<file path="src/rtl/pipe_stage_reg.sv">
// Generic inter-stage pipeline register: instruction, PC, link address, payload, valid and Tnew.
// Define PIPE_PERF_EN to build the stall/bubble performance counters; otherwise they read as 0.
module pipe_stage_reg #(
  parameter int          DATA_W           = 64,
  parameter int          TNEW_W           = 2,
  parameter logic [31:0] RESET_PC         = 32'h0000_3000,
  parameter bit          KEEP_PC_ON_FLUSH = 1'b1
) (
  input  logic              clk,
  input  logic              reset,
  input  logic              en,
  input  logic              flush,
  input  logic              valid_i,
  input  logic [31:0]       ins_i,
  input  logic [31:0]       pc_i,
  input  logic [DATA_W-1:0] data_i,
  input  logic [TNEW_W-1:0] tnew_i,
  output logic              valid_o,
  output logic [31:0]       ins_o,
  output logic [31:0]       pc_o,
  output logic [31:0]       pc8_o,
  output logic [DATA_W-1:0] data_o,
  output logic [TNEW_W-1:0] tnew_o,
  output logic [31:0]       stall_cnt,
  output logic [31:0]       bubble_cnt
);

  localparam logic [TNEW_W-1:0] TNEW_ONE = TNEW_W'(1);

  logic [TNEW_W-1:0] tnew_next;
  logic [31:0]       bubble_pc;

  // Tnew saturates at zero so a finished producer never wraps back to "busy".
  always_comb begin
    tnew_next = '0;
    if (tnew_i != '0)
      tnew_next = tnew_i - TNEW_ONE;
  end

  always_comb begin
    bubble_pc = 32'h0;
    if (KEEP_PC_ON_FLUSH)
      bubble_pc = pc_i;
  end

  always_ff @(posedge clk or posedge reset) begin
    if (reset) begin
      valid_o <= 1'b0;
      ins_o   <= 32'h0;
      pc_o    <= RESET_PC;
      pc8_o   <= RESET_PC + 32'd8;
      data_o  <= '0;
      tnew_o  <= '0;
    end else if (flush) begin
      valid_o <= 1'b0;
      ins_o   <= 32'h0;
      pc_o    <= bubble_pc;
      pc8_o   <= bubble_pc + 32'd8;
      data_o  <= '0;
      tnew_o  <= '0;
    end else if (en) begin
      valid_o <= valid_i;
      ins_o   <= ins_i;
      pc_o    <= pc_i;
      pc8_o   <= pc_i + 32'd8;
      data_o  <= data_i;
      tnew_o  <= tnew_next;
    end
  end

`ifdef PIPE_PERF_EN
  // Stalls only count while a real instruction is being held.
  always_ff @(posedge clk or posedge reset) begin
    if (reset) begin
      stall_cnt  <= 32'h0;
      bubble_cnt <= 32'h0;
    end else begin
      if (!en && !flush && valid_o && stall_cnt != 32'hFFFF_FFFF)
        stall_cnt <= stall_cnt + 32'd1;
      if (flush && bubble_cnt != 32'hFFFF_FFFF)
        bubble_cnt <= bubble_cnt + 32'd1;
    end
  end
`else
  assign stall_cnt  = 32'h0;
  assign bubble_cnt = 32'h0;
`endif

endmodule

</file>
<file path="config.mk">
export PLATFORM = sky130hd
export DESIGN_NAME = pipe_stage_reg
export DESIGN_NICKNAME = d
export VERILOG_FILES = /design/src/rtl/pipe_stage_reg.sv
export SDC_FILE = /design/constraint.sdc
export NUM_CORES = 1
export LEC_CHECK = 0
export ABC_CLOCK_PERIOD_IN_PS = 6200
export CAP_MARGIN = 0
export CORE_AREA = 2 2 139 141
export CTS_BUF_LIST = sky130_fd_sc_hd__clkbuf_4 sky130_fd_sc_hd__clkbuf_8
export CTS_CLUSTER_SIZE = 20
export DETAILED_ROUTE_END_ITERATION = 12
export DIE_AREA = 0 0 141 143
export GPL_TIMING_DRIVEN = 0
export PLACE_DENSITY = 0.88
export SETUP_SLACK_MARGIN = 0.1
export SKIP_LAST_GASP = 1
export SYNTH_ARGS = -nofsm -noshare
export SYNTH_HDL_FRONTEND = slang
export SYNTH_SLANG_ARGS = --single-unit
</file>
<file path="constraint.sdc">
create_clock -name clk -period 6.2 [get_ports clk]
set_input_delay 0.62 -clock clk [delete_from_list [all_inputs] [get_ports clk]]
set_output_delay 0.62 -clock clk [all_outputs]
set_load 0.02 [all_outputs]
</file>
# Yosys cells after proc, flatten, opt, wreduce, memory -nomap -nowiden

Cells that the tools add are included.

Muxes and demuxes: 13
Bitwise gates (word level): 0
Shift operators: 0
$mul: 0
Div/mod/pow operators: 0
Equality and inequality tests: 0
Reduce and logical (&&, ||, !) cells: 2
Add/subtract/negate cells: 2
Order comparisons: 0

Operator list:

| cell                                                                | number |
|---|---|
| 32-bit two-way mux                                                  | 6 |
| 64-bit two-way mux                                                  | 2 |
| 32-bit by 4-bit adder with 32-bit output (second input constant)    | 1 |
| 2-bit two-way mux                                                   | 3 |
| 2-bit nonzero test                                                  | 2 |
| 1-bit two-way mux                                                   | 2 |
| 2-bit by 1-bit subtractor with 2-bit output (second input constant) | 1 |

Memories: 0
RAM bits: 0
Memory bits (read-only): 0
Bits in latches: 0
Flip-flop bits (word level): 163
Word-level logic and storage cells: 23
Output and inout bits: 227

# Depth between registers and ports, before layout

Gate-level depths: netlist (run 1).

Depth after elaboration: 4
Depth in mapped cells: 7
Depth with buffers taken out: 5

# Worst setup path before layout (run 1)

OpenSTA, ideal clock, no wires.

Kind: input to register
From: input pc_i[13]
To: register pc8_o[30]
Setup time: 0.082 ns
Data arrival time: 2.058 ns
Setup slack: 4.060 ns
Buffers on the path: 2
Stages: 6
Required time: 6.118 ns
Path through: clkbuf_1 > nand4_1 > or4_1 > buf_2 > or4_1 > a31oi_1

Word-level cells in the longest chain between the ends: 3

RTL lines:

| element                                    | line   | text |
|---|---|---|
| from (decl)                                | 15     | `input logic [31:0] pc_i,` |
| 32-bit by 4-bit adder with 32-bit output * | 58, 65 |  |
| 32-bit two-way mux                         | 61     | `end else if (en) begin` |
| 32-bit two-way mux *                       | 54     | `end else if (flush) begin` |
| to (signal assigned)                       | 51     | `pc8_o <= RESET_PC + 32'd8;` |
| to (signal assigned)                       | 58     | `pc8_o <= bubble_pc + 32'd8;` |
| to (signal assigned)                       | 65     | `pc8_o <= pc_i + 32'd8;` |
| to (decl)                                  | 21     | `output logic [31:0] pc8_o,` |

Mark *: on every way between the ends. The rest lies on a longest branch, timed or not. The select of a mux whose other input is x is not followed.
A chain may end at the register's enable or synchronous reset.

# Final worst setup path (run 1)

From: input pc_i[17]
To: register pc8_o[31]

Same word-level chain as after synthesis.

==> results of run 1 <==
==> final cells by class <==
class / count / share of cell area, %
flip-flops and latches: 160 / 35.89
clock inverters: 14 / 1.321
inverters: 1 / 0.1008
repair buffers: 296 / 26.67
multi-input cells: 508 / 25.37
well taps: 234 / 2.620
clock buffers: 18 / 2.161
plain buffers: 107 / 5.867
==> final timing paths <==
check	from	end	depth (start not counted)
setup / recovery	pc_i[17]	pc8_o[31]$_DFFE_PP0P_	6
hold / removal	pc_o[13]$_DFFE_PP1P_	pc_o[13]$_DFFE_PP1P_	2
setup reg to reg	pc8_o[19]$_DFFE_PP0P_	pc8_o[19]$_DFFE_PP0P_	2
hold reg to reg	pc_o[13]$_DFFE_PP1P_	pc_o[13]$_DFFE_PP1P_	2
max in group asynchronous	reset	ins_o[9]$_DFFE_PP0P_	3
min in group asynchronous	reset	data_o[28]$_DFFE_PP0P_	2
==> per-stage QoR <==
stage	cells	instance area, sq um
after CTS	1338	11170
after detailed placement	1306	10790
after global placement	1305	10750
after floorplan	776	7505
final	1338	11170
after global routing	1338	11170
==> registers in the layout (all words and copies together) (netlist names) <==
signal,count
pc_o,32
valid_o,1
tnew_o,2
pc8_o,29
data_o,64
ins_o,32
==> synth_stat cells (6+ instances only) <==
master and n:
sky130_fd_sc_hd__nor3_1 6, sky130_fd_sc_hd__o21ai_0 12, sky130_fd_sc_hd__nand4_1 13, sky130_fd_sc_hd__nor2_1 110
sky130_fd_sc_hd__clkbuf_1 36, sky130_fd_sc_hd__and3_1 6, sky130_fd_sc_hd__buf_4 67, sky130_fd_sc_hd__dfrtp_1 155
sky130_fd_sc_hd__nand3_1 14, sky130_fd_sc_hd__nand2_1 127, sky130_fd_sc_hd__mux2i_1 99, sky130_fd_sc_hd__xor2_1 7
==> cell families (layout without fill, tap and decap cells) <==
| logic type | Yosys count | count (layout) | synth area share (%) |
|---|---|---|---|
| flip-flops | 160 | 160 | 55.17 |
| XOR/XNOR | 12 | 12 | 1.446 |
| adder cells (fa/ha/maj) | 1 | 1 | 0.1721 |
| multiplexers | 99 | 99 | 13.63 |
| AO/OA/AOI/OAI | 39 | 39 | 3.581 |
| buffers and inverters | 108 | 436 | 9.072 |
| AND/OR/NAND/NOR | 293 | 293 | 16.87 |
| other | 1 | 64 | 0.05159 |
==> report_power, final <==
group          switching (mW)  leakage [nW]  internal, mW
logic                   0.314          3.03         0.288
clock network           0.430         0.196         0.338
registers              0.0398          2.03          1.11
total                   0.784          5.26          1.74
==> critical path, stage by stage <==
cell and delay, ns:
sky130_fd_sc_hd__clkdlybuf4s50_1 0.60, sky130_fd_sc_hd__nand4_1 0.18, sky130_fd_sc_hd__or4_1 0.55, sky130_fd_sc_hd__buf_2 0.19, sky130_fd_sc_hd__or4_1 0.47, sky130_fd_sc_hd__a31oi_1 0.17
==> per-layer routing <==
layer  up-vias  global-route usage, %
met5         -                      0
met4         0                  6.947
met3        46                  7.243
met2       270                  40.31
met1      3095                  24.47
li1       3000                      -
==> results by stage, run 1 <==
Detailed routing:
- The top layer used by detailed routing is met4.
- The first routing iteration left 323 violations.
- The total iterations of the first detailed-routing run is 6.
- The detailed router put a total of 8457 um of wire on met1.
- The final routed DRC violation total is 0.
- Across all layers, the routed design uses between 6000 and 7000 vias.
- The average via count per standard cell is around 4.8.
- The total wire length is roughly 23000 um.
- In this run the remaining antenna-violating nets after routing total 0.
- The wire length on met3 is approximately 1800 um.
- After detailed routing, the average wire length per cell comes to around 17 um.
- After detailed routing, the met2 layer carries about 12000 um of wire.

GRT:
- After global routing the overflow that remains totals 0.
- The initial antenna violation count was 0.
- The number of global-route vias before repair was between 6000 and 7000.
- The global-route total usage across every layer is 22.10%.
- The pin count of the biggest net entering global routing is 91.
- The global-route wire length before repair is roughly 35000 um.

STA:
- The number of setup violations in the final report is 0.
- At the pin with the least slew margin, the transition time is about 0.95 ns.
- The number of hold violations in the final report is 0.
- For the finished layout, the period the worst path requires is between 2 and 2.5 ns.
- In the post-route analysis, the smallest setup slack over all paths is about 3.8 ns.
- The maximum clock skew at final layout is 0 ns.
- The top achievable clock speed is just over 400 MHz.
- The worst slew margin relative to its limit is a little over a third.
- The total count of max-transition violations in the final report is 0.
- Hold is met by roughly 0.46 ns.
- The final clock period utilization by the worst path is approximately 40%.
- Setup repair after global routing left no endpoint under its margin.
- The sum of negative setup slack is 0 ns.

Die:
- The total die area is 20160 sq um.
- The initialized floorplan defines 50 standard-cell rows.
- In this run the standard cell core region covers 18580 sq um.
- The die outline width is ~140 um.
- The initial standard-cell utilization of the core is between 30 and 40%.
- The vertical extent of the die is 143 um.
- The count of pins on the block boundary is 362.

Clocking:
- TritonCTS built the clock tree.
- The number of cells upsized or downsized after cts is 0.
- The tree is rooted in a sky130_fd_sc_hd__clkbuf_8.
- The clock network latency to the later pin of the worst-skew pair is around 0.46 ns.
- Counting along the longest clock path gives a buffer depth of 2.
- The buffer count from post-CTS setup fixing is 0.
- After clock tree synthesis, the flow added hold-fix buffers numbering 0.
- Counting every sink on the clock net gives 160.
- After clock tree synthesis, the clock-pin slew on the worst setup and hold paths is 0.10 ns.
- The number of H-tree levels is 4.
- The number of buffers created by CTS is 17.

Layout:
- The top cell types in the final layout, fill and taps aside, are 295 x sky130_fd_sc_hd__clkdlybuf4s50_1, 155 x sky130_fd_sc_hd__dfrtp_1, 127 x sky130_fd_sc_hd__nand2_1, 110 x sky130_fd_sc_hd__nor2_1, 99 x sky130_fd_sc_hd__mux2i_1.
- The area occupied by multi-input gates is around 2800 sq um.
- The net total in the final layout is ~1200.
- Compared with the post-synthesis result, the final layout area differs by 53.74%.
- The most common library cell in the layout ignoring fill and taps is sky130_fd_sc_hd__clkdlybuf4s50_1.
- The post-route netlist has about 10% of its cells at a drive strength greater than 1.
- The area used by sequential logic in the layout is about 4000 sq um.
- At the end of the flow the core is filled with cells to ~60%.
- The number of antenna diodes in the final layout is 0.
- The count of filler cells inserted in the layout is roughly 1600.

Worst setup path:
- STA classifies the critical path startpoint as an input port.
- For the worst setup path, the data arrival time is around 2.8 ns.
- The worst setup path is captured at a register.
- STA puts the critical path data required time at roughly 6.6 ns.
- The critical path start-end classification is input port to register.
- Of all nets on the critical path, the largest fanout is 8.
- In this run the register-to-register setup slack is 5.37 ns.

Run status:
- The run finished with clean final reports.

Synth:
- Sorting the synthesized cells by area gives the leading types as sky130_fd_sc_hd__dfrtp_1 53%, sky130_fd_sc_hd__mux2i_1 14%, sky130_fd_sc_hd__buf_4 6.9%, sky130_fd_sc_hd__nand2_1 6.6%, sky130_fd_sc_hd__nor2_1 5.7%.
- Of all cell types, the one taking the most synthesized area is sky130_fd_sc_hd__dfrtp_1.
- The portion of the post-synthesis area used by sequential elements is between 50 and 60%.
- The share of flip-flops with an asynchronous set or reset is 100.0%.
- The cell area that synthesis handed to floorplanning was slightly above 7000 sq um.
- The Yosys step of the flow raised 0 warnings.
- The top cell type by area accounts for between 50 and 60% of the synthesized area.
- In the synthesized netlist the dominant register cell turns out to be sky130_fd_sc_hd__dfrtp_1.
- Counting every instance in the synthesized netlist gives between 700 and 800.
- Counting distinct cell types in the post-synthesis netlist gives 44.
- In this run, synthesis inferred 0 flip-flops with an integrated enable.
- The count of state elements after synthesis is 160.
- The average cell area after synthesis is approximately 10 sq um.

Placement:
- During placement, the flow inserted port buffers numbering ~300.
- The total half-perimeter wirelength after legalization and detailed placement is about 17000 um.
- Before CTS, the worst setup slack after placement is ~3.4 ns.
- At the end of routability-driven placement, the weighted congestion stood at roughly 0.86.

Run:
- Max-cap violations in this run came to 0.

Pwr:
- The power density relative to cell area is 225.9 nW/um^2.
- VDD sags by at most around 0.14 mV.
- Summed over all cells, the static leakage comes to about 5.3 nW.
- Total power for the finished layout comes to about 2.5 mW.

Min path:
- The class of the most critical hold timing path is register to register.
Power figures use the tool's default switching activity.
==> run 2, diff against run 1 <==
--- a/config.mk
+++ b/config.mk
@@ -5,7 +5,7 @@
 export SDC_FILE = /design/constraint.sdc
 export NUM_CORES = 1
 export LEC_CHECK = 0
-export ABC_CLOCK_PERIOD_IN_PS = 6200
+export ABC_CLOCK_PERIOD_IN_PS = 2260
 export CAP_MARGIN = 0
 export CORE_AREA = 2 2 139 141
 export CTS_BUF_LIST = sky130_fd_sc_hd__clkbuf_4 sky130_fd_sc_hd__clkbuf_8
==> constraint.sdc (replaced) <==
create_clock -name clk -period 2.26 [get_ports clk]
set_input_delay 0.226 -clock clk [delete_from_list [all_inputs] [get_ports clk]]
set_output_delay 0.226 -clock clk [all_outputs]
set_load 0.02 [all_outputs]
==> results by stage, run 2 (same netlist as run 1, synthesis figures left out) <==
Run status:
- The flow ran to the end, and the final reports show no timing, DRC or antenna violations.

Layout:
- The top cell types in the final layout, fill and taps aside, are 295 x sky130_fd_sc_hd__clkdlybuf4s50_1, 155 x sky130_fd_sc_hd__dfrtp_1, 127 x sky130_fd_sc_hd__nand2_1, 109 x sky130_fd_sc_hd__nor2_1, 99 x sky130_fd_sc_hd__mux2i_1.
- data_o holds more flip-flops than any other register.
- The area occupied by multi-input gates was 2844 sq um (+0.31%).
- Leaving out fill and tap cells, the most frequent cell in the layout is sky130_fd_sc_hd__clkdlybuf4s50_1.
- The flip-flop count of the largest register after layout was 64 (unchanged).
- The count of filler cells inserted in the layout is 1517 (-3.3%).
- The layout cell share with drive strength beyond 1 is 10.57% (+0.51 points).
- In the final layout, the registers with the most flip-flops are data_o (64), ins_o (32), pc_o (32).
- The area growth from synthesis to layout is 54.71%.
- The area used by sequential logic in the layout is 4010 sq um (unchanged).
- The number of standard cells in the final layout excluding fillers is 1342 (+0.30%).
- The net total in the final layout is 1230 (+0.24%).

Placement:
- The total instance count after detailed placement is 1309 (+0.23%).
- The total half-perimeter wirelength after legalization and detailed placement is 18010 um (+3.4%).
- The number of buffers added on ports is 295 (unchanged).
- The final weighted congestion of routability-driven global placement is 0.8793 (+2.6%).

Die:
- The vertical extent of the die is 143 um (unchanged).
- The die outline width is 141 um (unchanged).
- The area inside the core boundary is 18580 sq um (unchanged).
- The total die area is 20160 sq um (unchanged).
- The initial standard-cell utilization of the core is 39.12% (unchanged).
- The count of pins on the block boundary came to 362 (unchanged).
- The number of standard-cell rows in the floorplan is 50 (unchanged).

Detailed routing:
- The via total after detailed routing is 6408 (-0.047%).
- The total iterations of the first detailed-routing run was 4 (-2).
- The total wire length is 23080 um (+2.0%).
- The final routed DRC violation total was 0 (unchanged).
- The average wire per standard cell is 17.20 um (+1.7%).
- The initial DRC count is 331 (+2.5%).
- The average via count per standard cell came to 4.775 (-0.34%).
- The number of routed nets with antenna violations was 0 (unchanged).

Clocking:
- The buffer count from post-CTS setup fixing is 0 (unchanged).
- The cell at the root of the clock tree is sky130_fd_sc_hd__clkbuf_8.
- The number of buffers created by CTS is 17 (unchanged).
- TritonCTS built the clock tree.
- The maximum clock insertion buffer count is 2 (unchanged).
- The number of H-tree levels is 4 (unchanged).
- The register clock-pin slew on the reported worst setup and hold paths is 0.10 ns (about the same).
- The clock network latency to the later pin of the worst-skew pair is 0.45 ns (about the same).
- The number of hold buffers added after CTS is 0 (unchanged).
- The CTS sink count is 160 (unchanged).

Worst setup path:
- The required time at the endpoint of the critical path is 2.63 ns (-3.94 ns).
- STA classifies the critical path startpoint as an input port.
- The most critical setup path has its startpoint at pc_i[17].
- The logic depth of the worst register-to-register path is 2 (unchanged).
- The critical register-to-register path startpoint is pc8_o[19]$_DFFE_PP0P_.
- The end of the critical path is pc8_o[31]$_DFFE_PP0P_.
- The biggest fanout along the worst timing path is 8 (unchanged).
- The reg2reg setup slack was 1.42 ns (-3.95 ns).
- The critical path start-end classification is input port to register.
- The type of element capturing the critical path is a register.
- The endpoint arrival time on the critical path came to 2.40 ns (-0.38 ns).
- The endpoint of the worst register-to-register path is pc8_o[19]$_DFFE_PP0P_.

GRT:
- The number of global-route vias before repair was 6501 (+2.5%).
- The pin count of the biggest net entering global routing is 39 (-57%).
- The initial antenna violation count is 1 (+1).
- The global-route total usage across every layer is 22.44% (+0.34 points).
- The leftover overflow at the end of global routing was 0 (unchanged).
- The global-route wire length before repair is 35250 um (+2.0%).

Run:
- The number of violations of the max-capacitance limit is 0 (unchanged).

Min path:
- The class of the most critical hold timing path is input port to register.

STA:
- The number of setup violations in the final report is 0 (unchanged).
- The slew of the pin with the lowest slew margin is 0.8160 ns (-0.1332 ns).
- The routed design could run at a clock period as short as slightly above 2 ns.
- The top achievable clock speed is 493.0 MHz.
- The hold slack was 0.09933 ns (-0.3644 ns).
- The maximum clock skew at final layout is 0 ns (unchanged).
- The final clock period utilization by the worst path is ~90%.
- The worst slew margin relative to its limit is 45.49% (+9.4 points).
- The total count of max-transition violations in the final report is 0 (unchanged).
- Setup repair after global routing left no endpoint under its margin.
- The number of hold violations in the final report is 0 (unchanged).

Pwr:
- The leakage power is 5.280 nW (+0.45%).
- The total power of the final layout is 6.947 mW (+180%).
- The maximum resistive drop on vdd is 0.3261 mV (+130%).
- The power density relative to cell area is 617.8 nW/um^2 (+170%).
==> run 2: timing repair <==
item,4_1_cts,5_1_grt
endpoints found under the setup margin,0,16
hold endpoints to repair,0,0
gates resized for setup,0,4
==> run 2: critical path: stages <==
cell                              delay, ns
sky130_fd_sc_hd__clkdlybuf4s50_1       0.60
sky130_fd_sc_hd__nand4_1               0.17
sky130_fd_sc_hd__or4_1                 0.56
sky130_fd_sc_hd__buf_2                 0.19
sky130_fd_sc_hd__or4_1                 0.48
sky130_fd_sc_hd__a31oi_1               0.17
==> run 2: stage by stage <==
stage | setup slack (ns) | TNS, ns | util, % | cell area, sq um
floorplan | 0.009241 | 0 | - | 7508
global placement | -1.346 | -215.83 | 57.88 | 10750
detailed placement | -0.2448 | -8.203 | 58.31 | 10830
CTS | 0.1749 | 0 | 60.45 | 11230
global route | 0.1467 | 0 | 60.52 | 11240
finish | 0.2315 | 0 | 60.52 | 11240
==> run 2: worst min-delay path by stage <==
stage	from	end	depth (start not counted)
6_report	pc_i[13]	pc_o[13]$_DFFE_PP1P_	3
5_1_grt	pc_i[13]	pc_o[13]$_DFFE_PP1P_	3
4_1_cts	pc_i[13]	pc_o[13]$_DFFE_PP1P_	3
3_5_place_dp	pc_o[6]$_DFFE_PP0P_	pc_o[6]$_DFFE_PP0P_	2
3_3_place_gp	pc_o[13]$_DFFE_PP1P_	pc_o[13]$_DFFE_PP1P_	2
2_1_floorplan	pc_i[12]	pc_o[12]$_DFFE_PP1P_	2
==> run 2: area by class of cell <==
| type | count | area share, % |
|---|---|---|
| sequential | 160 | 35.66 |
| tap | 234 | 2.604 |
| inverter | 1 | 0.06676 |
| clock buffer | 18 | 2.203 |
| multi-input combinational | 508 | 25.29 |
| timing repair buffer | 299 | 26.97 |
| clock inverter | 14 | 1.335 |
| antenna | 1 | 0.02225 |
| buffer | 107 | 5.842 |
==> run 2: report_power, final <==
part	total (mW)	switching, mW	leakage, nW	internal (mW)
combinational	1.67	0.869	3.05	0.798
sequential	3.17	0.111	2.03	3.06
clock	2.11	1.17	0.197	0.941
total	6.95	2.15	5.28	4.80
==> run 2: routing by layer <==
| layer | global-route usage (%) | vias up | routed length [um] |
|---|---|---|---|
| met3 | 7.311 | 39 | 1911 |
| met5 | 0 | - | 0 |
| met2 | 39.95 | 278 | 11910 |
| met4 | 7.105 | 0 | 547 |
| met1 | 25.68 | 3077 | 8711 |
| li1 | - | 3014 | - |
==> run 3, diff against run 2 <==
==> constraint.sdc (replaced) <==
create_clock -name clk -period 2.26 [get_ports clk]
set_input_delay 0.339 -clock clk [delete_from_list [all_inputs] [get_ports clk]]
set_output_delay 0.339 -clock clk [all_outputs]
set_load 0.02 [all_outputs]
==> results by stage, run 3 (same netlist as run 1, synthesis figures left out) <==
Detailed routing:
- The total iterations of the first detailed-routing run came to 5 (+1).
- The average via count per standard cell is 4.803 (+0.59%).
- The initial DRC count is 306 (-7.6%).
- The final routed DRC violation total is 0 (unchanged).
- The via total after detailed routing was 6446 (+0.59%).
- The total wire length is 23170 um (+0.39%).
- The number of routed nets with antenna violations is 0 (unchanged).
- The average wire per standard cell came to 17.27 um (+0.39%).

Clocking:
- The maximum clock insertion buffer count was 2 (unchanged).
- The number of buffers created by CTS was 17 (unchanged).
- The clock network latency to the later pin of the worst-skew pair is 0.45 ns (about the same).
- The number of H-tree levels is 4 (unchanged).
- The tree is rooted in a sky130_fd_sc_hd__clkbuf_8.
- The clock tree from TritonCTS is yes.
- The register clock-pin slew on the reported worst setup and hold paths is 0.10 ns (about the same).
- The CTS sink count is 160 (unchanged).
- The number of hold buffers added after CTS was 0 (unchanged).
- The buffer count from post-CTS setup fixing is 0 (unchanged).

Worst setup path:
- The logic depth of the worst register-to-register path is 2 (unchanged).
- The reg2reg setup slack is 1.42 ns (about the same).
- The type of element capturing the critical path is a register.
- The endpoint arrival time on the critical path is 2.50 ns (+0.10 ns).
- The biggest fanout along the worst timing path is 8 (unchanged).
- The type of element launching the critical path is an input port.
- The critical register-to-register path startpoint is pc8_o[19]$_DFFE_PP0P_.
- The worst setup path is of the input port to register kind.
- The required time at the endpoint of the critical path came to 2.63 ns (about the same).
- The endpoint of the worst register-to-register path is pc8_o[19]$_DFFE_PP0P_.

Die:
- The area inside the core boundary is 18580 sq um (unchanged).
- The vertical extent of the die is 143 um (unchanged).
- The count of pins on the block boundary is 362 (unchanged).
- The die outline width is 141 um (unchanged).
- The number of standard-cell rows in the floorplan was 50 (unchanged).
- The initial standard-cell utilization of the core is 39.12% (unchanged).
- The total die area is 20160 sq um (unchanged).

STA:
- The total count of max-transition violations in the final report was 0 (unchanged).
- The final period demand of the worst path is 2.127 ns (+0.09859 ns).
- The sum of negative setup slack was 0 ns (unchanged).
- The worst slew margin relative to its limit is 45.49% (unchanged).
- The number of hold violations in the final report is 0 (unchanged).
- The minimum setup slack in the final design was 0.1329 ns (-0.09859 ns).
- Setup repair after global routing left no endpoint under its margin.
- The maximum clock skew at final layout came to 0 ns (unchanged).
- The final clock period utilization by the worst path is 94.12% (+4.4 points).
- The top achievable clock speed is 470.1 MHz (-4.6%).
- The slew of the pin with the lowest slew margin is 0.8160 ns (unchanged).
- The number of setup violations in the final report came to 0 (unchanged).

Layout:
- The area growth from synthesis to final layout is 54.85% (about the same).
- The net total in the final layout is 1230 (unchanged).
- The most common library cell in the layout ignoring fill and taps is sky130_fd_sc_hd__clkdlybuf4s50_1.
- Ranked by flip-flop count, first place goes to data_o.
- The utilization after layout is 60.57% (about the same).
- The layout cell share with drive strength beyond 1 is 10.66% (+0.090 points).
- The largest registers in the layout are data_o (64), ins_o (32), pc_o (32).
- The count of filler cells inserted in the layout is 1518 (+0.066%).
- The flip-flop count of the largest register after layout is 64 (unchanged).
- The top cell types in the final layout, fill and taps aside, are 292 x sky130_fd_sc_hd__clkdlybuf4s50_1, 155 x sky130_fd_sc_hd__dfrtp_1, 126 x sky130_fd_sc_hd__nand2_1, 109 x sky130_fd_sc_hd__nor2_1, 99 x sky130_fd_sc_hd__mux2i_1.

Pwr:
- The internal power consumption is 4.797 mW (about the same).
- The switching part of the total is 30.94% (about the same).
- The relative contribution of sequential cells to total power came to 45.6% (about the same).
- The part of the power in the clock network is 30.4% (about the same).
- The power density relative to cell area is 617.2 nW/um^2 (-0.11%).
- The maximum resistive drop on vdd is 0.3261 mV (about the same).
- The leakage power is 5.308 nW (+0.54%).
- The proportion of power drawn by combinational gates is 24.0% (about the same).
- The switching power summed over all nets came to 2.149 mW (about the same).

Run status:
- The run finished with clean final reports.

GRT:
- The number of global-route vias before repair is 6501 (unchanged).
- The met2 track demand over resource came to 39.95% (unchanged).
- The global-route wire length before repair came to 35250 um (unchanged).
- The leftover overflow at the end of global routing was 0 (unchanged).
- The met1 usage was 25.68% (unchanged).
- In this run the most used layer during global routing was met2.
- The global-route total usage across every layer is 22.44% (unchanged).
- The pin count of the biggest net entering global routing is 39 (unchanged).
- The global routing met3 resource utilization came to 7.311% (unchanged).
- The initial antenna violation count is 1 (unchanged).

Run:
- The number of violations of the max-capacitance limit was 0 (unchanged).

Min path:
- The beginning of the worst hold path is pc_i[13].
- The end point of the most critical hold path is pc_o[13]$_DFFE_PP1P_.
- The number of stages on the worst hold path was 3 (unchanged).
- The class of the most critical hold timing path is input port to register.

Placement:
- The total half-perimeter wirelength after legalization and detailed placement is 18010 um (unchanged).
- The number of buffers added on ports is 295 (unchanged).
- The final weighted congestion of routability-driven global placement is 0.8793 (unchanged).
- The worst setup slack after placement is -0.3578 ns (-0.1130 ns).
run 3: worst max-delay path by stage:
stage,from,end,depth (start not counted)
global route,pc_i[19],pc8_o[31]$_DFFE_PP0P_,6
detailed placement,flush,pc8_o[21]$_DFFE_PP0P_,7
global placement,reset,pc_o[6]$_DFFE_PP0P_,2
finish,pc_i[23],pc8_o[31]$_DFFE_PP0P_,6
floorplan,reset,data_o[0]$_DFFE_PP0P_,1
CTS,flush,data_o[52]$_DFFE_PP0P_,5
run 3: cell type report:
class	instances	area (sq um)	share of cell area (%)
tap	234	292.8	2.601
sequential	160	4010	35.63
buffer	107	656.9	5.837
timing repair buffer	299	3040	27.02
clock inverter	14	150.1	1.334
multi-input combinational	508	2846	25.29
antenna	1	2.502	0.02223
inverter	1	7.507	0.06670
clock buffer	18	247.7	2.201
run 3: worst max-delay path, cell delays in order:
cell and delay (ns):
sky130_fd_sc_hd__clkdlybuf4s50_1 0.63, sky130_fd_sc_hd__nand4_1 0.18, sky130_fd_sc_hd__or4_1 0.51, sky130_fd_sc_hd__buf_2 0.19
sky130_fd_sc_hd__or4_1 0.48, sky130_fd_sc_hd__a31oi_1 0.17
run 3: stage by stage:
step | cells | total power [mW] | area (sq um) | hold WS (ns)
2_1_floorplan | 776 | 4.037 | 7508 | 0.4267
3_3_place_gp | 1305 | 4.827 | 10750 | 0.4478
3_5_place_dp | 1309 | 4.883 | 10830 | 0.4546
4_1_cts | 1341 | 7.005 | 11230 | 0.1898
5_1_grt | 1342 | 7.268 | 11250 | 0.2023
6_report | 1342 | 6.946 | 11250 | 0.2114
run 3: timing repair:
item                       CTS  global route
setup endpoints to repair    3            18
hold endpoints to repair     0             0
gates resized for setup      1             7
cloned                       0             0
run 3: layer usage:
layer / share of wire, % / wire (um) / up-vias
met4: 2.3 / 541 / 0
met1: 38 / 8730 / 3096
met2: 52 / 11970 / 296
met5: 0 / 0 / -
li1: - / - / 3015
met3: 8.3 / 1930 / 39
run 3: power by group through the flow:
stage	clock (mW)	combinational (mW)	sequential, mW
floorplan	0	0.580	3.46
global placement	0	1.61	3.21
detailed placement	0	1.66	3.22
CTS	2.17	1.67	3.17
global route	2.30	1.77	3.19
finish	2.11	1.67	3.17
